--- config.mk ---
export PLATFORM = sky130hd
export DESIGN_NAME = key_conditioner
export DESIGN_NICKNAME = d
export VERILOG_FILES = /design/src/rtl/key_cond_pkg.sv /design/src/rtl/sync_2ff.sv /design/src/rtl/key_conditioner.sv
export SDC_FILE = /design/constraint.sdc
export NUM_CORES = 1
export LEC_CHECK = 0
export BUFFER_PORTS_ARGS = -buffer_cell sky130_fd_sc_hd__buf_2
export CELL_PAD_IN_SITES_DETAIL_PLACEMENT = 1
export CELL_PAD_IN_SITES_GLOBAL_PLACEMENT = 2
export CORE_AREA = 10 10 82 84
export DETAILED_ROUTE_END_ITERATION = 8
export DIE_AREA = 0 0 92 94
export PLACE_DENSITY_LB_ADDON = 0.1
export SLEW_MARGIN = 20
export SYNTH_ARGS = -nofsm -noshare
export SYNTH_HDL_FRONTEND = slang
export SYNTH_SLANG_ARGS = --single-unit
--- constraint.sdc ---
create_clock -name clk_i -period 6.3 [get_ports clk_i]
set_clock_uncertainty 0.05 [all_clocks]
set_input_delay 0.315 -clock clk_i [delete_from_list [all_inputs] [get_ports clk_i]]
set_output_delay 0.315 -clock clk_i [all_outputs]
set_load 0.05 [all_outputs]
--- src/rtl/key_cond_pkg.sv ---
// Shared types and sizing helpers for the push-button conditioning block.
package key_cond_pkg;

  typedef enum logic [2:0] {
    RELEASED,
    CONFIRM_PRESS,
    HELD,
    REPEATING,
    CONFIRM_RELEASE
  } key_state_t;

  // Width of a counter that must reach the largest of the three delays.
  function automatic int cnt_width(input int deb, input int hold, input int rep);
    int m;
    m = deb;
    if (hold > m) m = hold;
    if (rep > m) m = rep;
    return $clog2(m + 1);
  endfunction

endpackage

--- src/rtl/sync_2ff.sv ---
// Two-flop synchroniser bringing a single asynchronous level into the clock domain.
module sync_2ff (
  input  logic clk_i,
  input  logic rstn_i,
  input  logic d,
  output logic q
);

  logic stage1;

  // Two back-to-back flops; both clear on reset so no stale level survives it.
  always_ff @(posedge clk_i or negedge rstn_i) begin
    if (!rstn_i) begin
      stage1 <= 1'b0;
      q      <= 1'b0;
    end else begin
      stage1 <= d;
      q      <= stage1;
    end
  end

endmodule

--- src/rtl/key_conditioner.sv ---
// Push-button conditioner: synchronise, debounce, and emit press/release/auto-repeat pulses.
module key_conditioner
  import key_cond_pkg::*;
#(
  parameter int DEB_DELAY     = 1000000,
  parameter int HOLD_DELAY    = 50000000,
  parameter int REPEAT_PERIOD = 10000000,
  parameter bit REPEAT_EN     = 1'b1
) (
  input  logic clk_i,
  input  logic rstn_i,
  input  logic key_i,
  output logic debkey_o,
  output logic press_o,
  output logic release_o,
  output logic repeat_o,
  output logic next_o
);

  localparam int CNT_W = cnt_width(DEB_DELAY, HOLD_DELAY, REPEAT_PERIOD);

  localparam logic [CNT_W-1:0] DEB_LAST  = CNT_W'(DEB_DELAY - 1);
  localparam logic [CNT_W-1:0] HOLD_LAST = CNT_W'(HOLD_DELAY - 1);
  localparam logic [CNT_W-1:0] REP_LAST  = CNT_W'(REPEAT_PERIOD - 1);
  localparam logic [CNT_W-1:0] CNT_ONE   = CNT_W'(1);

  logic             key_s;
  key_state_t       state;
  logic [CNT_W-1:0] cnt;

  sync_2ff u_sync (
    .clk_i  (clk_i),
    .rstn_i (rstn_i),
    .d      (key_i),
    .q      (key_s)
  );

  // Debounce/repeat FSM with a shared counter cleared on every state entry; all outputs registered.
  always_ff @(posedge clk_i or negedge rstn_i) begin
    if (!rstn_i) begin
      state     <= RELEASED;
      cnt       <= '0;
      debkey_o  <= 1'b0;
      press_o   <= 1'b0;
      release_o <= 1'b0;
      repeat_o  <= 1'b0;
      next_o    <= 1'b0;
    end else begin
      press_o   <= 1'b0;
      release_o <= 1'b0;
      repeat_o  <= 1'b0;
      next_o    <= 1'b0;
      case (state)
        RELEASED: begin
          cnt <= '0;
          if (key_s) state <= CONFIRM_PRESS;
        end
        CONFIRM_PRESS: begin
          if (!key_s) begin
            state <= RELEASED;
            cnt   <= '0;
          end else if (cnt == DEB_LAST) begin
            state    <= HELD;
            cnt      <= '0;
            press_o  <= 1'b1;
            next_o   <= 1'b1;
            debkey_o <= 1'b1;
          end else begin
            cnt <= cnt + CNT_ONE;
          end
        end
        HELD: begin
          if (!key_s) begin
            state <= CONFIRM_RELEASE;
            cnt   <= '0;
          end else if (cnt == HOLD_LAST) begin
            // Without auto-repeat the counter parks at the terminal value.
            if (REPEAT_EN) begin
              state    <= REPEATING;
              cnt      <= '0;
              repeat_o <= 1'b1;
              next_o   <= 1'b1;
            end
          end else begin
            cnt <= cnt + CNT_ONE;
          end
        end
        REPEATING: begin
          if (!key_s) begin
            state <= CONFIRM_RELEASE;
            cnt   <= '0;
          end else if (cnt == REP_LAST) begin
            cnt      <= '0;
            repeat_o <= 1'b1;
            next_o   <= 1'b1;
          end else begin
            cnt <= cnt + CNT_ONE;
          end
        end
        CONFIRM_RELEASE: begin
          if (key_s) begin
            state <= HELD;
            cnt   <= '0;
          end else if (cnt == DEB_LAST) begin
            state     <= RELEASED;
            cnt       <= '0;
            release_o <= 1'b1;
            debkey_o  <= 1'b0;
          end else begin
            cnt <= cnt + CNT_ONE;
          end
        end
        default: begin
          state    <= RELEASED;
          cnt      <= '0;
          debkey_o <= 1'b0;
        end
      endcase
    end
  end

endmodule

==> impl_results.md, run 1 <==
* Height of the chip at 94 µm
* Crit Reg-Reg Endpoint: cnt[2]$_DFF_PN0_
* Worst path required time at 6.40 ns
* LEAKAGE at 0.000854 µW
* Residual DRC at 0
* Die width at 92 µm
* Top-area cell type share of the netlist area at 0.454
* Avg Vias per Cell at 5.23
* IO Port Bufs at 7
* Clk root buf: clkbuf_8
* Slew @ Worst Pin at between 0.8 and 0.9 ns
* Worst slew margin at 0.462
* Antenna-violating nets left at 0
* Final worst-path cycle share at 0.377
* CP arrival at 2.48 ns
* Post-layout nets at 205
* Synth area leader: dfrtp_1
* Register area share after synthesis at 0.454
* Layout area overhead at 8.70%
* Max rail drop VDD at just over 0.07 mV
* Place WS at a little under 4 ns
* Count of clock tree sinks at 36
* RSZ-0062 raised after global routing: no
* Final Slew Violations at 0
* Diodes inserted at 0
* Clock slew seen by the registers of the worst setup and hold paths at 0.07 ns
* Most used DFF post-synth: dfrtp_1
* Worst setup EP type: flip-flop
* Power per cell area at between 150 and 200 nW/µm²
* Vias post-DR at 1412
* Outcome: complete, no violations
* Setup bufs post-CTS at 0
* Routed wire length at 4.36 mm
* Internal power at 311 µW
* Initial Util at 0.391
* Mapped cell area at 1980 µm²
* Die area at roughly 8600 µm²
* Total global-route track usage at 0.113
* TritonCTS Buffers at 5
* Cells after synthesis at 190
* IO Count at 8
* Worst setup path endpoint: cnt[2]$_DFF_PN0_
* Max_cap viols at 0
* Longest Clk Path Bufs at 2
* Post-synth cell types at 41
* Syn. warnings at 0
* Period minus WS final at about 2.4 ns
* Reg2reg start: cnt[0]$_DFF_PN0_
* Drt pass-1 iters at 4
* Combinational Power Share at 0.034
* Synthesized Nets at 195
* Flops & latches, synth at 36
* DP HPWL at 3.15 mm
* Fmax at ~0.42 GHz
* R2R setup slack at 3.92 ns
* DR iter-0 viols at 36
* Clock Latency Late Sink at 0.29 ns
* CP Class: flip-flop to flip-flop
* Layout cells sized above 1 at 0.235
* Number of synthesized flops with an enable pin at 0
* Post-Syn Area per Cell at 10.4 µm²
* Critical Path Start Type: flip-flop
* Final setup vio count at 0
* Hold Fails Final Rpt at 0
* Global-route wire length before repair at 7.84 mm
* Worst Path Max Fanout at 26
* CTS tree: done
* Initial antenna violation count at 0
* Switching Fraction at 0.229
* Ys async rst share at 1.00
* Reg2reg path depth at 7
* Number of global-route vias before repair at approximately 1600
* Clock power share at 0.384
* Switching power of the nets at 92.4 µW
* Ranking of synthesized cells by area: dfrtp_1 (45%), xnor2_1 (7.5%), nor2_2 (6.0%), xor2_1 (3.1%), nor3_1 (2.8%)
* Fillers at between 500 and 600
* Drt wl/cell at 16.1 µm
* RePlAce Congestion at 0.828
* Setup WS post-layout at 3.92 ns
* CP startpoint: cnt[0]$_DFF_PN0_
* CTS Hold Bufs at 0
* H-tree depth at 2
* Setup TNS at 0 ns
* Std-Cell Rows at 26
* Post-synth top cells: dfrtp_1 (36), nor2_2 (19), xnor2_1 (17)
* Core Box Area at a little over 5000 µm²
* Largest net degree at the start of global routing at 37
* Total gr overflow at 0
* Most frequent cell after synthesis: dfrtp_1
* Sequential share of power at 0.581
* Min-Delay Path Class: primary input to async pin
* Post-cts sizing count at 0
## cells in the final DEF, fill, tap and decap left out, drive strengths merged, types with 5 or more instances in the layout
cell type,count
dfrtp,36
nor2,33
xnor2,17
nand2,14
nor3,12
nor4,9
buf,8
nand3,7
xor2,7
nand4,7
clkbuf,6
nand2b,5
## per-stage QoR
step / cell area [µm²] / instances / hold slack [ns] / total power (µW) / util
global route: 2160 / 270 / 0.0726 / 429 / 0.425
detailed placement: 2080 / 263 / 0.304 / 254 / 0.410
finish: 2160 / 270 / 0.0672 / 403 / 0.425
CTS: 2160 / 270 / 0.0791 / 411 / 0.425
global placement: 2080 / 263 / 0.284 / 253 / 0.410
floorplan: 1980 / 190 / -0.0306 / 247 / -
## area by class of cell
cell class | count | area [µm²] | area share
clock buffers | 6 | 72.6 | 0.0336
clock inverters | 1 | 5.00 | 0.00232
inverters | 3 | 11.3 | 0.00522
flip-flops and latches | 36 | 901 | 0.418
well taps | 70 | 87.6 | 0.0406
multi-input cells | 146 | 1040 | 0.481
repair buffers | 8 | 42.5 | 0.0197
## worst min-delay path by stage
| stage | from | endpoint | slack [ns] | cells after the start |
|---|---|---|---|---|
| global placement | u_sync.stage1$_DFF_PN0_ | u_sync.q$_DFF_PN0_ | 0.28 | 0 |
| CTS | key_i | u_sync.stage1$_DFF_PN0_ | 0.08 | 1 |
| floorplan | rstn_i | cnt[0]$_DFF_PN0_ | -0.03 | 0 |
| finish | rstn_i | release_o$_DFF_PN0_ | 0.07 | 1 |
| global route | key_i | u_sync.stage1$_DFF_PN0_ | 0.07 | 1 |
| detailed placement | u_sync.stage1$_DFF_PN0_ | u_sync.q$_DFF_PN0_ | 0.30 | 0 |
## routing by layer
metal | up-vias | track usage | part of all wire
met1 | 717 | 0.139 | 0.47
met3 | 6 | 0.0360 | 0.036
li1 | 673 | - | -
met2 | 16 | 0.185 | 0.48
met5 | - | 0 | 0
met4 | 0 | 0.0321 | 0.013
## cells by family (layout without fill, tap and decap cells)
logic type | after synthesis | count (layout) | synth area share
and+or+nand+nor | 111 | 111 | 0.363
DFF | 36 | 36 | 0.454
xor gates and xnor gates | 24 | 24 | 0.106
AOI/OAI and AO/OA | 8 | 8 | 0.0359
buffers and inverters | 8 | 18 | 0.0233
adders and majority gates | 2 | 2 | 0.0126
muxes | 1 | 1 | 0.00504
## critical path: stages, from the launching register on
cell and delay (ns):
dfrtp_1 0.39, ha_1 0.24, nand4b_2 0.21, nor4_2 0.31
nand4_4 0.21, a221oi_4 0.32, buf_4 0.40, nor2_1 0.10
## power by group through the flow
| stage | registers, µW | logic [µW] | clock network, µW |
|---|---|---|---|
| 2_1_floorplan | 238 | 8.09 | 0 |
| 3_3_place_gp | 239 | 13.8 | 0 |
| 3_5_place_dp | 239 | 14.6 | 0 |
| 4_1_cts | 234 | 14.6 | 162 |
| 5_1_grt | 235 | 16.1 | 178 |
| 6_report | 235 | 13.7 | 155 |
## state kept, by name (all words and copies together) (netlist names)
name and flops:
cnt 26, state 3, debkey_o 1, next_o 1
press_o 1, release_o 1, repeat_o 1, u_sync.q 1
u_sync.stage1 1
(Power assumes the default switching activity.)
==> run 2: changes to the inputs <==
--- a/config.mk
+++ b/config.mk
@@ -8,9 +8,9 @@
 export BUFFER_PORTS_ARGS = -buffer_cell sky130_fd_sc_hd__buf_2
 export CELL_PAD_IN_SITES_DETAIL_PLACEMENT = 1
 export CELL_PAD_IN_SITES_GLOBAL_PLACEMENT = 2
-export CORE_AREA = 10 10 82 84
+export CORE_AREA = 10 10 86 88
 export DETAILED_ROUTE_END_ITERATION = 8
-export DIE_AREA = 0 0 92 94
+export DIE_AREA = 0 0 96 98
 export PLACE_DENSITY_LB_ADDON = 0.1
 export SLEW_MARGIN = 20
 export SYNTH_ARGS = -nofsm -noshare
==> constraint.sdc (replaced) <==
create_clock -name clk_i -period 2 [get_ports clk_i]
set_clock_uncertainty 0.05 [all_clocks]
set_input_delay 0.1 -clock clk_i [delete_from_list [all_inputs] [get_ports clk_i]]
set_output_delay 0.1 -clock clk_i [all_outputs]
set_load 0.05 [all_outputs]
==> run 2 against run 1 <==
The run now ends with negative setup slack left. Critical endpoint is now cnt[17]$_DFF_PN0_. Largest power group unchanged. Total power grew to 3.4 times the previous value. Clock power increased to 3.5 times the previous value. Highest routed layer unchanged. Core utilization grew 4.3 points. Clock-buffer cell count grew 1.
==> impl_results.md, run 2 (synthesis gave the netlist of run 1 again) <==
* Outcome: complete, but fails checks (was complete, no violations)
* Failing checks: negative setup slack
* Final worst-path cycle share at 1.02 (was 0.377)
* Final Instance Area at 2690 µm² (was 2160 µm²)
* Most frequent cells in the layout: buf_4 (36), dfrtp_1 (34), nor2_2 (19), xnor2_1 (17), nand2_1 (14) (was dfrtp_1 (36), nor2_2 (19), xnor2_1 (17), nor2_1 (14), nand2_1 (14))
* Die area at 9410 µm² (was 8650 µm²)
* IO Count at 8 (unchanged)
* Final setup vio count at 23 (was 0)
* Worst slew margin at 0.453 (was 0.462)
* DP HPWL at 3.63 mm (was 3.15 mm)
* Area after DPL at 2320 µm² (was 2080 µm²)
* Setup WS post-layout at -0.0347 ns (was 3.92 ns)
* Post-layout nets at 246 (was 205)
* LEAKAGE at 0.00110 µW (was 0.000854 µW)
* Min-Delay Path Class: flip-flop to flip-flop (was primary input to async pin)
* IO Port Bufs at 7 (unchanged)
* Max reg flops at 26 (unchanged)
* Residual DRC at 0 (unchanged)
* Core Box Area at 5750 µm² (was 5070 µm²)
* Slew @ Worst Pin at 0.820 ns (was 0.807 ns)
* Hold Fails Final Rpt at 0 (unchanged)
* Fillers at 651 (was 584)
* Worst path required time at 2.13 ns (was 6.40 ns)
* Max_cap viols at 0 (unchanged)
* H-tree depth at 2 (unchanged)
* Layout area overhead at 35.6% (was 8.70%)
* Period minus WS final at 2.03 ns (was 2.38 ns)
* Total gr overflow at 0 (unchanged)
* Total power at 1360 µW (was 403 µW)
* Worst hold start: u_sync.stage1$_DFF_PN0_
* Max rail drop VDD at 0.252 mV (was 0.0711 mV)
* Reg2reg start: cnt[18]$_DFF_PN0_ (was cnt[0]$_DFF_PN0_)
* TritonCTS Buffers at 5 (unchanged)
* Global-route wire length before repair at 8.85 mm (was 7.84 mm)
* Drt pass-1 iters at 4 (unchanged)
* Worst Path Max Fanout at 13 (was 26)
* Longest Clk Path Bufs at 2 (unchanged)
* CP startpoint: cnt[18]$_DFF_PN0_ (was cnt[0]$_DFF_PN0_)
* Fmax at 0.491 GHz (was 0.421 GHz)
* Avg Vias per Cell at 5.08 (was 5.23)
* Placed cells at 294 (was 263)
* Count of clock tree sinks at 36 (unchanged)
* Initial antenna violation count at 0 (unchanged)
* Clock slew seen by the registers of the worst setup and hold paths at 0.07 ns (about the same)
* Final core occ at 0.468 (was 0.425)
* CP Class: flip-flop to flip-flop (unchanged)
* Most common cell after layout, fill and taps aside: buf_4 (was dfrtp_1)
* CTS tree: done (unchanged)
* Worst setup EP type: flip-flop (unchanged)
* Critical Path Slowest Stage Cell: dfrtp_1 (was buf_4)
* Clock Latency Late Sink at 0.29 ns (about the same)
* DR iter-0 viols at 55 (was 36)
* Reg with most FFs: cnt (unchanged)
* RSZ-0062 raised after global routing: yes (was no)
* Initial Util at 0.345 (was 0.391)
* Diodes inserted at 0 (unchanged)
* Routed wire length at 5.40 mm (was 4.36 mm)
* CP arrival at 2.16 ns (was 2.48 ns)
* Std-Cell Rows at 28 (was 26)
* Vias post-DR at 1611 (was 1412)
* CP Cell Sequence: nand4bb_4, nor4_4, buf_4, a21oi_2, a221oi_4, buf_4, buf_12, nor2_2 (was ha_1, nand4b_2, nor4_2, nand4_4, a221oi_4, buf_4, nor2_1)
* Largest registers: cnt: 26 flops, state: 3 flops (unchanged)
* Critical Path Start Type: flip-flop (unchanged)
* Most frequent cell on the critical path: buf_4
* Final Slew Violations at 0 (unchanged)
* Largest net degree at the start of global routing at 37 (unchanged)
* Layout cells sized above 1 at 0.421 (was 0.235)
* Largest stage delay on the critical path at 0.44 ns (was 0.40 ns)
* Non-Filler Instances at 317 (was 270)
* Die width at 96 µm (was 92 µm)
* Power per cell area at 505 nW/µm² (was 187 nW/µm²)
* Place WS at -0.0722 ns (was 3.85 ns)
* RePlAce Congestion at 0.767 (was 0.828)
* Clk root buf: clkbuf_8 (unchanged)
* Drt wl/cell at 17.0 µm (was 16.1 µm)
* Number of global-route vias before repair at 1758 (was 1585)
* Height of the chip at 98 µm (was 94 µm)
* Antenna-violating nets left at 0 (unchanged)
* Total global-route track usage at 0.119 (was 0.113)
==> run 2: changes by cell type in the layout (fill, tap and decap cells not counted), moves of 2 or more <==
cell / previous run / this run
buf_4: 1 / 36
nand4bb_1: 3 / 0
nor2_1: 14 / 11
nor2_4: 0 / 3
dfrtp_1: 36 / 34
dfrtp_2: 0 / 2
dlygate4sd3_1: 0 / 2
nand4bb_4: 0 / 2
nor3_1: 11 / 9
nor4_4: 2 / 4
==> run 2: power by group <==
part	internal (µW)	leakage, µW	switching (µW)
clock network	280	0.0000445	265
registers	732	0.000492	6.56
logic	31.8	0.000565	42.5
==> run 2: repair_timing <==
item	4_1_cts	5_1_grt
buffers inserted	8	3
gates resized for setup	14	8
pin swaps	3	3
cloned	1	1
endpoints found under the setup margin	26	26
hold buffers	2	0
endpoints found under the hold margin	37	0
==> run 2: worst paths after layout <==
path	endpoint	slack, ns	cells after the start
setup / recovery	cnt[17]$_DFF_PN0_	-0.03	8
hold / removal	u_sync.q$_DFF_PN0_	0.32	0
setup reg to reg	cnt[17]$_DFF_PN0_	-0.03	8
hold reg to reg	u_sync.q$_DFF_PN0_	0.32	0
max in group asynchronous	cnt[17]$_DFF_PN0_	0.95	2
min in group asynchronous	state[0]$_DFFE_PN0P_	0.39	2
==> run 2: routing by layer <==
metal	vias to the layer above	part of all wire	GRT usage
li1	756	-	-
met1	823	0.46	0.148
met2	25	0.50	0.193
met3	7	0.033	0.0306
met4	0	0.0072	0.0386
met5	-	0	0
==> run 2: critical path, delay by kind of cell, from the launching register on <==
kind                   cells  cell delay [ns]
and+or+nand+nor            3             0.65
buffers and inverters      3             0.51
DFF                        1             0.44
AOI/OAI and AO/OA          2             0.28
==> run 2: per-stage QoR <==
step                      hold WS (ns)  setup TNS, ns
after CTS                        0.324         -0.142
after floorplan                 -0.246         -0.123
after global placement           0.159         -0.106
after global routing             0.329          -2.98
after detailed placement         0.167          -1.35
final                            0.318         -0.466
==> run 2: cell type report <==
type,count,area [µm²],area share
repair buffers,49,409,0.152
clock inverters,1,7.51,0.00279
well taps,75,93.8,0.0349
clock buffers,7,86.3,0.0321
multi-input cells,146,1180,0.438
flip-flops and latches,36,903,0.336
inverters,3,11.3,0.00418
